[src/rtl/pipe_ctrl_pkg.sv]
`default_nettype none
// ============================================================================
// Module   : pipe_ctrl_pkg
// Purpose  : Shared types and constants for the pipeline hazard controller
//            and related units such as the forwarding logic.
// Contents : REG_AW   - register-index width
//            REG_ZERO - index of the hard-wired zero register
//            state_e  - sequencer states (RUN / DMEM_WAIT)
// Revision : 1.0 - initial release
// ============================================================================
package pipe_ctrl_pkg;

  localparam int REG_AW = 5;
  localparam logic [REG_AW-1:0] REG_ZERO = 5'd0;

  typedef enum logic {
    RUN       = 1'b0,
    DMEM_WAIT = 1'b1
  } state_e;

endpackage
`default_nettype wire

[src/rtl/pipe_load_use_detect.sv]
`default_nettype none
// ============================================================================
// Module   : pipe_load_use_detect
// Purpose  : Combinational load-use hazard comparator. Flags an ID-stage
//            instruction that reads the destination of a load still in EX.
// Ports    : idex_memread_i - EX instruction is a load
//            idex_rt_i      - load destination register
//            id_rs_i        - ID rs source field
//            id_rt_i        - ID rt source field
//            id_uses_rt_i   - ID instruction really reads rt
//            lu_o           - load-use hazard present
// Revision : 1.0 - initial release
// ============================================================================
module pipe_load_use_detect
  import pipe_ctrl_pkg::*;
(
  input  logic              idex_memread_i,
  input  logic [REG_AW-1:0] idex_rt_i,
  input  logic [REG_AW-1:0] id_rs_i,
  input  logic [REG_AW-1:0] id_rt_i,
  input  logic              id_uses_rt_i,
  output logic              lu_o
);

  // A load into the zero register produces nothing to wait for.
  assign lu_o = idex_memread_i && (idex_rt_i != REG_ZERO) &&
                ((idex_rt_i == id_rs_i) || (id_uses_rt_i && (idex_rt_i == id_rt_i)));

endmodule
`default_nettype wire

[src/rtl/pipe_hazard_ctrl.sv]
`default_nettype none
// ============================================================================
// Module   : pipe_hazard_ctrl
// Purpose  : Stall/flush sequencer for the 5-stage pipeline. Generates the
//            enable and bubble controls of PC, IF/ID, ID/EX, EX/MEM, MEM/WB
//            for load-use hazards, taken branches, jumps, instruction-memory
//            wait states and multi-cycle data-memory accesses.
// Ports    : clk, rst (async, active-low)
//            ID/EX hazard inputs : id_rs_i, id_rt_i, id_uses_rt_i,
//                                  idex_memread_i, idex_rt_i
//            control-flow inputs : ex_branch_taken_i, id_jump_i
//            memory handshakes   : exmem_memreq_i, dmem_ready_i, imem_ready_i
//            register controls   : pc_en_o, ifid_en_o, ifid_flush_o,
//                                  idex_en_o, idex_flush_o, exmem_en_o,
//                                  memwb_bubble_o
//            status              : err_timeout_o (sticky)
// Option   : PIPE_HAZARD_PERF_CNT_EN adds stall_cycles_o / flush_events_o.
// Revision : 1.0 - initial release
// ============================================================================
module pipe_hazard_ctrl
  import pipe_ctrl_pkg::*;
#(
  parameter int DMEM_TIMEOUT = 64,
  parameter int CNT_W        = 7
) (
  input  logic              clk,
  input  logic              rst,
  input  logic [REG_AW-1:0] id_rs_i,
  input  logic [REG_AW-1:0] id_rt_i,
  input  logic              id_uses_rt_i,
  input  logic              idex_memread_i,
  input  logic [REG_AW-1:0] idex_rt_i,
  input  logic              ex_branch_taken_i,
  input  logic              id_jump_i,
  input  logic              exmem_memreq_i,
  input  logic              dmem_ready_i,
  input  logic              imem_ready_i,
  output logic              pc_en_o,
  output logic              ifid_en_o,
  output logic              ifid_flush_o,
  output logic              idex_en_o,
  output logic              idex_flush_o,
  output logic              exmem_en_o,
  output logic              memwb_bubble_o,
`ifdef PIPE_HAZARD_PERF_CNT_EN
  output logic [31:0]       stall_cycles_o,
  output logic [31:0]       flush_events_o,
`endif
  output logic              err_timeout_o
);

  localparam logic [CNT_W-1:0] TIMEOUT_CNT = CNT_W'(DMEM_TIMEOUT);

  state_e           state_q, state_d;
  logic [CNT_W-1:0] cnt_q, cnt_d;
  logic             err_q, err_d;
  logic             lu;
  logic             freeze;

  pipe_load_use_detect u_lu (
    .idex_memread_i (idex_memread_i),
    .idex_rt_i      (idex_rt_i),
    .id_rs_i        (id_rs_i),
    .id_rt_i        (id_rt_i),
    .id_uses_rt_i   (id_uses_rt_i),
    .lu_o           (lu)
  );

  // The release cycle (DMEM_WAIT with dmem_ready) is not a freeze: every
  // stage advances so MEM/WB captures the load data.
  assign freeze = !dmem_ready_i && ((state_q == DMEM_WAIT) || exmem_memreq_i);

  always_ff @(posedge clk or negedge rst) begin
    if (!rst) begin
      state_q <= RUN;
      cnt_q   <= '0;
      err_q   <= 1'b0;
    end else begin
      state_q <= state_d;
      cnt_q   <= cnt_d;
      err_q   <= err_d;
    end
  end

  always_comb begin
    state_d        = state_q;
    cnt_d          = cnt_q;
    err_d          = err_q;
    pc_en_o        = 1'b1;
    ifid_en_o      = 1'b1;
    ifid_flush_o   = 1'b0;
    idex_en_o      = 1'b1;
    idex_flush_o   = 1'b0;
    exmem_en_o     = 1'b1;
    memwb_bubble_o = 1'b0;

    // Next state and wait counter
    case (state_q)
      RUN: begin
        cnt_d = '0;
        if (exmem_memreq_i && !dmem_ready_i) state_d = DMEM_WAIT;
      end
      DMEM_WAIT: begin
        if (dmem_ready_i) begin
          state_d = RUN;
          cnt_d   = '0;
        end else if (cnt_q != TIMEOUT_CNT) begin
          cnt_d = cnt_q + 1'b1;
        end
      end
      default: begin
        state_d = RUN;
        cnt_d   = '0;
      end
    endcase
    // Timeout is only reported; the access is never aborted.
    if (cnt_d == TIMEOUT_CNT) err_d = 1'b1;

    // Pipeline controls, highest priority first
    if (!rst) begin
      pc_en_o        = 1'b0;
      ifid_en_o      = 1'b0;
      ifid_flush_o   = 1'b1;
      idex_en_o      = 1'b0;
      idex_flush_o   = 1'b1;
      exmem_en_o     = 1'b0;
      memwb_bubble_o = 1'b1;
    end else if (freeze) begin
      pc_en_o        = 1'b0;
      ifid_en_o      = 1'b0;
      idex_en_o      = 1'b0;
      exmem_en_o     = 1'b0;
      memwb_bubble_o = 1'b1;
    end else if (ex_branch_taken_i) begin
      // ID instruction is wrong-path, so its hazards and jumps are moot.
      ifid_flush_o = 1'b1;
      idex_flush_o = 1'b1;
    end else begin
      if (lu) begin
        pc_en_o      = 1'b0;
        ifid_en_o    = 1'b0;
        idex_flush_o = 1'b1;
      end else if (id_jump_i) begin
        ifid_flush_o = 1'b1;
      end
      if (!imem_ready_i) begin
        pc_en_o = 1'b0;
        // A held IF/ID (load-use) must keep its instruction, not bubble.
        if (!lu) ifid_flush_o = 1'b1;
      end
    end
  end

  assign err_timeout_o = err_q;

`ifdef PIPE_HAZARD_PERF_CNT_EN
  logic [31:0] stall_q, flush_q;

  always_ff @(posedge clk or negedge rst) begin
    if (!rst) begin
      stall_q <= '0;
      flush_q <= '0;
    end else begin
      if (!pc_en_o)                     stall_q <= stall_q + 32'd1;
      if (ifid_flush_o || idex_flush_o) flush_q <= flush_q + 32'd1;
    end
  end

  assign stall_cycles_o = stall_q;
  assign flush_events_o = flush_q;
`endif

endmodule
`default_nettype wire

[config.mk]
export PLATFORM = sky130hd
export DESIGN_NAME = pipe_hazard_ctrl
export DESIGN_NICKNAME = d
export VERILOG_FILES = /design/src/rtl/pipe_ctrl_pkg.sv /design/src/rtl/pipe_load_use_detect.sv /design/src/rtl/pipe_hazard_ctrl.sv
export SDC_FILE = /design/constraint.sdc
export NUM_CORES = 1
export LEC_CHECK = 0
export ABC_CLOCK_PERIOD_IN_PS = 2300
export BUFFER_PORTS_ARGS = -buffer_cell sky130_fd_sc_hd__buf_2
export CAP_MARGIN = 0
export CORE_UTILIZATION = 49
export DETAILED_ROUTE_END_ITERATION = 16
export GPL_TIMING_DRIVEN = 1
export PLACE_DENSITY = 0.83
export RECOVER_POWER = 50
export SLEW_MARGIN = 20
export SYNTH_ARGS = -nofsm -noshare
export SYNTH_HDL_FRONTEND = slang
export SYNTH_SLANG_ARGS = --single-unit
[constraint.sdc]
create_clock -name clk -period 2.3 [get_ports clk]
set_input_delay 0.23 -clock clk [delete_from_list [all_inputs] [get_ports clk]]
set_output_delay 0.23 -clock clk [all_outputs]
set_load 0.05 [all_outputs]
==> Word level (Yosys, flattened, before mapping) <==
Cells that the tools add are included.
Widths: inputs -> output; s select.
{ "classes": {"add_sub_neg": 1, "n_mul": 0, "order_cmp": 0, "n_mux": 29, "n_reduce_logical": 9, "shifts": 0, "eq_ne": 4, "div": 0, "bitwise_logic": 1} }
{ "op_table": {"columns": ["operator", "n"], "rows": [
  ["$mux 1", 25],
  ["$mux 7", 2],
  ["$pmux 7 s2", 1],
  ["$eq 5x5->1", 2],
  ["$add 7x1->7 const B", 1],
  ["$eq 7x7->1 const B", 1],
  ["$ne 7x7->1 const B", 1],
  ["$logic_and 1x1->1", 5],
  ["$reduce_bool 5->1", 1],
  ["$logic_or 1x1->1", 2],
  ["$pmux 1 s2", 1],
  ["$logic_not 1->1", 1],
  ["$not 1->1", 1]
]} }
{ "totals": {"register_bits": 9, "latchBits": 0, "n_memories": 0, "ramBits": 0, "mem_bits_ro": 0, "input_bits": 24} }

==> Depth between registers and ports, before layout <==
Gate-level depths: netlist of the first run.
{ "logic_depth": {"depth_word": 10, "mapped_depth": 7, "ltp_nobuf": 7} }

==> Cells and area by module <==
From an unflattened synthesis of the first run, not the netlist that was laid out.
{ "unflattened": {"hier_cells": 78, "hier_area_um2": 681.9} }
{ "by_module_without_submodules": {"columns": ["module", "instances", "area_per_inst_um2", "cells_per_inst", "seq_area_each_um2"], "rows": [
  ["pipe_hazard_ctrl", 1, 549.3, 61, 225.2],
  ["pipe_load_use_detect", 1, 132.6, 17, 0.0]
]} }

==> Worst setup path after synthesis of the first run <==
No wires, ideal clock.
{ "synth_timing": {"path_kind": "register to output", "startpoint": "register state_q", "endpoint": "output port pc_en_o", "t_required_ns": 2.070, "slack_ns": -0.223, "arrival_time_ns": 2.293, "stages_incl_launch_ff": 6, "n_path_buf": 0, "path_cell_list": "dfrtp_1 -> nor2_1 -> or2_2 -> and2_1 -> inv_1 -> o22ai_1"} }
{ "synth_between": {"elab_chain_len": 4} }
{ "synth_lines": {"columns": ["element", "line_no", "rtl"], "rows": [
  ["from (decl)", "pipe_hazard_ctrl.sv:54", "state_e state_q, state_d;"],
  ["from (signal assigned)", "pipe_hazard_ctrl.sv:79", "state_q <= state_d;"],
  ["$logic_or 1x1->1", "pipe_hazard_ctrl.sv:71", "assign freeze = !dmem_ready_i && ((state_q == DMEM_WAIT) || exmem_memreq_i);"],
  ["$logic_and 1x1->1", "pipe_hazard_ctrl.sv:71", null],
  ["$mux 1", "pipe_hazard_ctrl.sv:128", "end else if (freeze) begin"],
  ["$mux 1", "pipe_hazard_ctrl.sv:120", "if (!rst) begin"],
  ["to (decl)", "pipe_hazard_ctrl.sv:38", "output logic pc_en_o,"]
]} }
Every way passes these cells.

==> Worst setup path in the final report of the first run <==
{ "layout_timing": {"startpoint": "input port rst", "endpoint": "output port pc_en_o"} }
{ "layout_between": {"elab_chain_len": 1} }
{ "layout_lines": {"columns": ["element", "line_no", "rtl"], "rows": [
  ["from (decl)", "pipe_hazard_ctrl.sv:27", "input logic rst,"],
  ["$mux 1", "pipe_hazard_ctrl.sv:120", null]
]} }
Every way passes these cells.

==> results of run 1 <==
## cell families (layout without fill, tap and decap cells)
family / Yosys count / count (layout) / share of synthesized area
adders and majority gates: 2 / 2 / 0.0351
muxes: 1 / 1 / 0.0141
DFF: 9 / 9 / 0.316
xor gates and xnor gates: 15 / 15 / 0.185
AOI/OAI and AO/OA: 11 / 11 / 0.127
and+or+nand+nor: 30 / 30 / 0.269
buffers and inverters: 9 / 42 / 0.0545
## routing by layer
layer | up-vias | track usage | routed length, um
met1 | 299 | 0.225 | 613
met3 | 2 | 0.100 | 89
met5 | - | 0 | 0
met4 | 0 | 0.0172 | 13
li1 | 336 | - | -
met2 | 24 | 0.395 | 755
## critical path, stage by stage
cell and delay, ns:
dlygate4sd3_1 0.52, buf_2 0.27, and2_1 0.23, inv_1 0.08, o22ai_1 0.14, buf_2 0.28
## power by group through the flow
stage / Clock (mW) / Sequential (mW) / Combinational [mW]
2_1_floorplan: 0 / 0.166 / 0.0739
3_3_place_gp: 0 / 0.166 / 0.111
3_5_place_dp: 0 / 0.167 / 0.114
4_1_cts: 0.123 / 0.164 / 0.116
5_1_grt: 0.131 / 0.164 / 0.124
6_report: 0.119 / 0.164 / 0.115
## synth_stat cells
cell,count
nand4_1,1
and2_1,1
nor2_4,1
clkbuf_1,1
nor4_4,1
o21ai_1,1
and3_1,1
nor4_2,1
inv_1,6
a211o_1,1
nand2b_1,2
mux2i_1,1
or4_1,1
nor3_1,2
a21oi_1,1
and3b_1,1
o21ai_2,1
o221ai_1,1
xnor2_1,4
nand2_1,4
a311oi_1,1
a21oi_2,1
nor2_1,5
nand3b_1,1
dfrtp_1,9
nand3_2,1
nor4_1,1
nand3_1,5
buf_4,1
xor2_1,11
ha_1,2
or2_2,1
a41o_1,1
buf_2,1
a2bb2oi_2,1
o21ai_0,1
o22ai_1,1
## worst max path at each step
stage / end / startpoint
3_3_place_gp: ifid_flush_o / idex_rt_i[1]
6_report: pc_en_o / rst
2_1_floorplan: pc_en_o / state_q
4_1_cts: pc_en_o / rst
3_5_place_dp: ifid_flush_o / idex_rt_i[1]
5_1_grt: pc_en_o / rst
## area by class of cell
| cell class | count | share of cell area |
|---|---|---|
| multi-input cells | 59 | 0.495 |
| inverters | 6 | 0.0249 |
| clock buffers | 4 | 0.0290 |
| well taps | 15 | 0.0207 |
| repair buffers | 32 | 0.181 |
| flip-flops and latches | 9 | 0.249 |
## per-stage QoR
| step | setup TNS [ns] | hold slack (ns) | instances | instance area [sq um] | total power, mW |
|---|---|---|---|---|---|
| final | 0 | 0.277 | 125 | 905 | 0.398 |
| after global routing | 0 | 0.300 | 125 | 905 | 0.420 |
| after CTS | 0 | 0.269 | 125 | 906 | 0.403 |
| after detailed placement | 0 | 0.118 | 120 | 870 | 0.281 |
| after global placement | 0 | 0.118 | 120 | 870 | 0.278 |
| after floorplan | -0.438 | -0.0656 | 77 | 712 | 0.240 |
## registers in the layout (all words and copies together), names as in the netlist
register and flops:
cnt_q 7, err_timeout_o 1, state_q 1
## what timing repair did
item,CTS,global route
hold buffers,1,0
setup endpoints to repair,0,0
endpoints found under the hold margin,9,0
==> results.yml, run 1 <==
run_status:
  outcome: "finished clean"
critical_path:
  cp_max_fo: 13
  setup.worst_path.start_class: "input port"
  r2r_setup_slack_ns: 0.66
  worstSetupPathType: "input port to primary output"
  endpoint_kind: "primary output"
  reg2reg_depth: 7
  r2r-end: "err_timeout_o"
  worstPathArrival_ns: 1.75
  r2r_start: "cnt_q[0]"
  required_ns: 2.07
placed_design:
  pre_cts_slack_ns: 0.512
  io_buffers: 31
  gp_congestion: 0.808
  dp_hpwl_um: 1220
sta:
  finalSetupViolCount: 0
  skew_ns: 0.00461
  tightest_slew_ns: 0.588
  timing.slew.headroom: 0.610
  final_max_slew_viol_count: 0
  timing.final.ws_setup_ns: 0.320
  fmax_mhz: 505
  rsz0062_at_grt: "false"
  hold_viol: 0
  fin_crit_sh: 0.861
  period_needed_ns: 1.98
synthesis:
  yosys.area.top_type_share: 0.316
  synth_area_leaders: "dfrtp_1 32%, xor2_1 14%, xnor2_1 4.9%"
  synth_top_area_cell: "dfrtp_1"
  ys_warn_count: 0
  seq_area_frac_synth: 0.316
  syn_nets: 103
  syn_inst: 77
  netlist_area_sq_um: 712
  synth_area_per_cell_sq_um: 9.25
  yosysUniqueCellTypes: 37
  yosys_register_bits: 9
floorplanning:
  dieArea_sq_um: 1610
  core_sq_um: 1330
  die_w_um: 40.1
  start_util: 0.534
  rows: 13
  die_height_um: 40.1
  ios: 32
pwr:
  p_int_mw: 0.269
  ir_worst_vdd_mv: 0.338
  combPwrFrac: 0.289
  power.share.clock: 0.300
  p_sw_frac: 0.325
  switching_power_mw: 0.129
  seqPwrFrac: 0.412
  p_leak_nw: 0.438
  p_per_area_nw_per_um2: 440
clock_tree:
  cts_tree: "done"
  max-clock-path-buffers: 2
  cts_max_level: 1
  cts_resized: 0
  worstSkewPairLatency_ns: 0.26
  clk_pin_slew_ns: 0.06
  cts_root_buf: "clkbuf_4"
  cts-buffers-inserted: 3
  postCtsSetupRepairBufs: 0
  cts_sinks: 9
global_routing:
  first_global_vias: 571
  grt_pass1_wl_um: 2240
  grt_max_degree: 14
  antenna_found_initial: 0
  overflow: 0
  grt_usage: 0.214
final_layout:
  final_cell_mix: "30 x buf_2, 11 x xor2_1, 9 x dfrtp_1"
  nFillCells: 114
  multiInputGateArea_sq_um: 448
  nets: 137
  syn2layout_area_growth_pct: 27.1
  seq_area_sq_um: 225
  fin_util: 0.678
  antennaDiodeCount: 0
  drive_gt1_frac: 0.373
  final_common_cell: "buf_2"
detailed_routing:
  dr.pass1.iters: 4
  vias: 661
  wl_per_cell_um: 11.8
  drcViolationCount: 0
  wirelength_um: 1470
  via_per_inst: 5.29
  postRouteAntennaNets: 0
  drt_iter0_markers: 16
min_path:
  min_path_cells: 3
  min_path_type: "input port to flop"
  hold_start: "dmem_ready_i"
  min_to: "state_q"
flow_run:
  max_cap_violations: 0
Power figures use the tool's default switching activity.
==> inputs of run 2 (changes only) <==
--- a/config.mk
+++ b/config.mk
@@ -5,13 +5,14 @@
 export SDC_FILE = /design/constraint.sdc
 export NUM_CORES = 1
 export LEC_CHECK = 0
+export ABC_AREA = 1
 export ABC_CLOCK_PERIOD_IN_PS = 2300
 export BUFFER_PORTS_ARGS = -buffer_cell sky130_fd_sc_hd__buf_2
 export CAP_MARGIN = 0
-export CORE_UTILIZATION = 49
+export CORE_UTILIZATION = 50
 export DETAILED_ROUTE_END_ITERATION = 16
 export GPL_TIMING_DRIVEN = 1
-export PLACE_DENSITY = 0.83
+export PLACE_DENSITY = 0.82
 export RECOVER_POWER = 50
 export SLEW_MARGIN = 20
 export SYNTH_ARGS = -nofsm -noshare
==> results.yml, run 2 <==
clock_tree:
  cts-buffers-inserted: 3
  cts_max_level: 1
  postCtsSetupRepairBufs: 0
  cts_sinks: 9
  clk_pin_slew_ns: 0.06
  cts_root_buf: "clkbuf_4"
  worstSkewPairLatency_ns: 0.25
  cts_tree: "done"
  max-clock-path-buffers: 2
pwr:
  ir_worst_vdd_mv: 0.337
  p_per_area_nw_per_um2: 400
  power.share.clock: 0.298
  p_leak_nw: 0.682
  p_int_mw: 0.267
  p_sw_frac: 0.333
  combPwrFrac: 0.294
  switching_power_mw: 0.133
  seqPwrFrac: 0.408
synthesis:
  synthSimpleGateAreaFrac: 0.443
  synthArstFlopShare: 1.00
  ys_warn_count: 0
  synth_common_cells: "48 x nand2_1, 34 x inv_1, 15 x nor2_1"
  syn_nets: 165
  synth_area_leaders: "dfrtp_1 28%, nand2_1 23%, inv_1 16%"
  synthMostInstantiatedCell: "nand2_1"
  synth-compound-area-share: 0.0314
  syn_inst: 139
  netlist_area_sq_um: 797
  synthAdderAreaFrac: 0.0314
  yosys.area.top_type_share: 0.283
  synthMuxAreaShare: 0
  synth_edf_count: 0
  synthXorXnorAreaFrac: 0.0330
  synth_top_family_by_area: "simple AND/OR/NAND/NOR gates"
  synth_top_area_cell: "dfrtp_1"
  seq_area_frac_synth: 0.283
  yosys_register_bits: 9
  synth-main-ff-cell: "dfrtp_1"
  yosysUniqueCellTypes: 17
  synth_area_per_cell_sq_um: 5.73
global_routing:
  grt_pass1_wl_um: 2850
  grt_max_degree: 13
  first_global_vias: 776
  overflow: 0
  antenna_found_initial: 0
  grt_usage: 0.209
sta:
  timing.final.ws_setup_ns: 0.454
  hold_viol: 0
  period_needed_ns: 1.85
  skew_ns: 0.00293
  fin_crit_sh: 0.803
  rsz0062_at_grt: "false"
  fmax_mhz: 542
  tightest_slew_ns: 0.593
  final_max_slew_viol_count: 0
  finalSetupViolCount: 0
  fin_setup_tns_ns: 0
  timing.slew.headroom: 0.606
detailed_routing:
  wl_per_cell_um: 8.57
  drt_iter0_markers: 16
  vias: 896
  drcViolationCount: 0
  dr.pass1.iters: 4
  wirelength_um: 1630
  via_per_inst: 4.72
  postRouteAntennaNets: 0
floorplanning:
  rows: 14
  die_w_um: 41.9
  start_util: 0.535
  core_sq_um: 1490
  die_height_um: 41.9
  ios: 32
  dieArea_sq_um: 1760
flow_run:
  max_cap_violations: 0
final_layout:
  final_common_cell: "nand2_1"
  top_register: "cnt_q"
  final_cell_mix: "49 x nand2_1, 35 x inv_1, 30 x buf_2"
  syn2layout_area_growth_pct: 25.4
  drive_gt1_frac: 0.224
  largest_register_ff_count: 7
  nets: 201
  antennaDiodeCount: 0
critical_path:
  setup.worst_path.start_class: "input port"
  cp_max_fo: 12
  worstSetupPathType: "input port to primary output"
  required_ns: 2.07
  endpoint_kind: "primary output"
  worstPathArrival_ns: 1.62
placed_design:
  pre_cts_slack_ns: 0.765
  gp_congestion: 0.857
  dp_hpwl_um: 1390
  io_buffers: 31
min_path:
  min_path_type: "input port to flop"
run_status:
  outcome: "finished clean"
## run 2: cell count changes in the layout (fill, tap and decap cells not counted), moves of 4 or more
cell / previous run / this run
inv_1: 6 / 35
xor2_1: 11 / 1
nor2_1: 5 / 14
nand3_1: 5 / 10
nand2_1: 4 / 49
nand4_1: 1 / 5
## run 2: logic make-up (layout without fill, tap and decap cells)
logic type | count (synthesis) | in the layout
adder cells (fa/ha/maj) | 2 | 2
AND/OR/NAND/NOR | 83 | 83
buffers and inverters | 37 | 72
XOR/XNOR | 3 | 3
AO/OA/AOI/OAI | 5 | 5
flip-flops | 9 | 9
## run 2: final timing paths
path | slack, ns | startpoint | depth (start not counted) | to
setup / recovery | 0.45 | rst | 7 | pc_en_o
hold / removal | 0.27 | dmem_ready_i | 4 | cnt_q[4]
setup reg to reg | 0.84 | cnt_q[0] | 12 | err_timeout_o
hold reg to reg | 0.47 | err_timeout_o | 2 | err_timeout_o
max in group asynchronous | 1.73 | rst | 2 | cnt_q[3]
min in group asynchronous | 0.36 | rst | 2 | cnt_q[5]
## run 2: cell type report
| class | instances | area [sq um] |
|---|---|---|
| Inverter | 36 | 135 |
| Fill cell | 149 | 489 |
| Multi-Input combinational cell | 93 | 429 |
| Sequential cell | 9 | 225 |
| Clock buffer | 4 | 26.3 |
| Tap cell | 16 | 20.0 |
| Timing Repair Buffer | 32 | 164 |
## run 2: through the flow
step	utilization	cell area, sq um	instances	total power, mW	hold slack, ns
floorplan	-	800	139	0.242	-0.0656
global placement	0.650	967	185	0.280	0.106
detailed placement	0.650	967	185	0.283	0.112
CTS	0.674	1000	190	0.407	0.266
global route	0.671	1000	190	0.430	0.294
finish	0.671	1000	190	0.400	0.275
## run 2: layer usage
| layer | global-route usage | routed length, um |
|---|---|---|
| met1 | 0.253 | 746 |
| met2 | 0.344 | 807 |
| met3 | 0.0261 | 55 |
| met4 | 0.135 | 19 |
| met5 | 0 | 0 |
## run 2: critical path, stage by stage
cell	delay, ns
dlygate4sd3_1	0.51
buf_2	0.25
nand2_1	0.10
inv_1	0.10
nand2_1	0.08
nor2_2	0.07
buf_2	0.26
## run 2: power groups by stage
stage	Combinational (mW)	Clock (mW)	Sequential, mW
6_report	0.118	0.119	0.163
5_1_grt	0.132	0.135	0.164
4_1_cts	0.119	0.125	0.163
3_5_place_dp	0.117	0	0.166
3_3_place_gp	0.114	0	0.166
2_1_floorplan	0.0767	0	0.166
## run 2: what timing repair did
action,CTS,global route
hold buffers,1,0
gates resized for setup,0,0
endpoints found under the hold margin,9,0
endpoints found under the setup margin,0,0
==> inputs of run 3 (changes only) <==
--- a/config.mk
+++ b/config.mk
@@ -6,13 +6,13 @@
 export NUM_CORES = 1
 export LEC_CHECK = 0
 export ABC_AREA = 1
-export ABC_CLOCK_PERIOD_IN_PS = 2300
+export ABC_CLOCK_PERIOD_IN_PS = 1530
 export BUFFER_PORTS_ARGS = -buffer_cell sky130_fd_sc_hd__buf_2
 export CAP_MARGIN = 0
-export CORE_UTILIZATION = 50
+export CORE_UTILIZATION = 42
 export DETAILED_ROUTE_END_ITERATION = 16
 export GPL_TIMING_DRIVEN = 1
-export PLACE_DENSITY = 0.82
+export PLACE_DENSITY = 0.74
 export RECOVER_POWER = 50
 export SLEW_MARGIN = 20
 export SYNTH_ARGS = -nofsm -noshare
==> constraint.sdc (replaced) <==
create_clock -name clk -period 1.53 [get_ports clk]
set_input_delay 0.153 -clock clk [delete_from_list [all_inputs] [get_ports clk]]
set_output_delay 0.153 -clock clk [all_outputs]
set_load 0.05 [all_outputs]
==> results.yml, run 3 (synthesis gave the netlist of run 2 again) <==
critical_path:
  setup.worst_path.start_class: "input port"
  endpoint_kind: "primary output"
  path_buf_inv: 5
  slowest_delay_ns: 0.53
  r2r_start: "state_q"
  reg2reg_depth: 10
  r2r-end: "err_timeout_o"
  slowest_stage: "dlygate4sd3_1"
  worstPathArrival_ns: 1.37
  cp_max_fo: 3
  cp_top_family: "buffers and inverters"
  r2r_setup_slack_ns: 0.10
  required_ns: 1.38
  worstSetupPathType: "input port to primary output"
  critical_path.cell_chain: "dlygate4sd3_1, buf_2, nand2_4, clkinvlp_4, nand2_4, clkinvlp_4, buf_6"
floorplanning:
  ios: 32
  rows: 15
  dieArea_sq_um: 2080
  start_util: 0.457
  die_w_um: 45.6
  core_sq_um: 1750
  die_height_um: 45.6
sta:
  rsz0062_at_grt: "true"
  hold_slack_ns: 0.250
  fin_crit_sh: 0.993
  timing.slew.headroom: 0.737
  hold_viol: 0
  skew_ns: 0.00319
  fmax_mhz: 658
  final_max_slew_viol_count: 0
  period_needed_ns: 1.52
  finalSetupViolCount: 0
  tightest_slew_ns: 0.393
clock_tree:
  cts_max_level: 1
  cts_sinks: 9
  cts-buffers-inserted: 3
  cts_root_buf: "clkbuf_4"
  clk_pin_slew_ns: 0.06
  max-clock-path-buffers: 2
  worstSkewPairLatency_ns: 0.27
  cts_tree: "done"
detailed_routing:
  vias: 905
  drcViolationCount: 0
  dr.pass1.iters: 6
  wl_per_cell_um: 9.82
  via_per_inst: 4.41
  wirelength_um: 2010
  postRouteAntennaNets: 0
  drt_iter0_markers: 15
global_routing:
  antenna_found_initial: 0
  first_global_vias: 821
  grt_max_degree: 12
  grt_pass1_wl_um: 3170
  overflow: 0
  grt_usage: 0.210
final_layout:
  final_cell_mix: "46 x nand2_1, 29 x inv_1, 27 x buf_2"
  drive_gt1_frac: 0.333
  top_register: "cnt_q"
  largest_register_ff_count: 7
  syn2layout_area_growth_pct: 42.7
  final_area_sq_um: 1140
  fin_cells: 205
  antennaDiodeCount: 0
  final_common_cell: "nand2_1"
  nets: 207
min_path:
  min_path_type: "input port to flop"
  min_to: "cnt_q[2]"
  hold_start: "dmem_ready_i"
  min_path_cells: 4
pwr:
  p_leak_nw: 0.707
  ir_worst_vdd_mv: 0.411
  p_per_area_nw_per_um2: 577
  power_mw: 0.656
placed_design:
  dpl-instance-area_sq_um: 1020
  gp_congestion: 0.838
  dp.cells: 195
  io_buffers: 31
  dp_hpwl_um: 1510
run_status:
  outcome: "finished clean"
flow_run:
  max_cap_violations: 0
==> run 3: cell count changes in the layout (fill, tap and decap cells not counted), sizes merged <==
cell      before  now
buf           30   36
clkinvlp       0    2
inv           36   34
==> run 3: worst max-delay path by stage <==
| stage | cells past startpoint | from | slack, ns | endpoint |
|---|---|---|---|---|
| after floorplan | 5 | state_q | -0.01 | pc_en_o |
| after global routing | 6 | state_q | -0.03 | pc_en_o |
| after global placement | 9 | idex_rt_i[1] | 0.15 | pc_en_o |
| final | 7 | rst | 0.01 | ifid_en_o |
| after CTS | 5 | state_q | -0.01 | idex_flush_o |
| after detailed placement | 12 | cnt_q[0] | 0.08 | err_timeout_o |
==> run 3: worst min-delay path, delay by kind of cell <==
family	cells	cell delay, ns
and+or+nand+nor	3	0.24
buffers and inverters	1	0.08
==> run 3: area by class of cell <==
class	count	area, sq um
Multi-Input combinational cell	93	479
Sequential cell	9	226
Timing Repair Buffer	38	231
Clock buffer	4	26.3
Fill cell	167	608
Tap cell	25	31.3
Inverter	36	143
==> run 3: where the power goes <==
part / switching [mW] / internal, mW
Clock: 0.0901 / 0.101
Sequential: 0.00451 / 0.242
Combinational: 0.135 / 0.0834
Total: 0.230 / 0.426
==> run 3: repair_timing <==
item | 4_1_cts | 5_1_grt
buffers inserted | 2 | 3
hold endpoints to repair | 9 | 0
gates resized for setup | 8 | 8
setup endpoints to repair | 3 | 5
pin swaps | 3 | 1
hold buffers | 1 | 0
==> run 3: metal layers <==
layer | global-route usage | part of all wire | wire, um | up-vias
met4 | 0.0848 | 0.024 | 48 | 0
met5 | 0 | 0 | 0 | -
met3 | 0.0238 | 0.038 | 77 | 6
met1 | 0.247 | 0.44 | 891 | 379
li1 | - | - | - | 490
met2 | 0.380 | 0.50 | 997 | 30
==> run 3: metrics by stage <==
| stage | util | setup WS (ns) | TNS, ns |
|---|---|---|---|
| after CTS | 0.627 | -0.0117 | -0.0162 |
| after global routing | 0.652 | -0.0285 | -0.0796 |
| final | 0.652 | 0.0111 | 0 |
| after detailed placement | 0.583 | 0.0818 | 0 |
| after global placement | 0.583 | 0.150 | 0 |
| after floorplan | - | -0.0129 | -0.0129 |
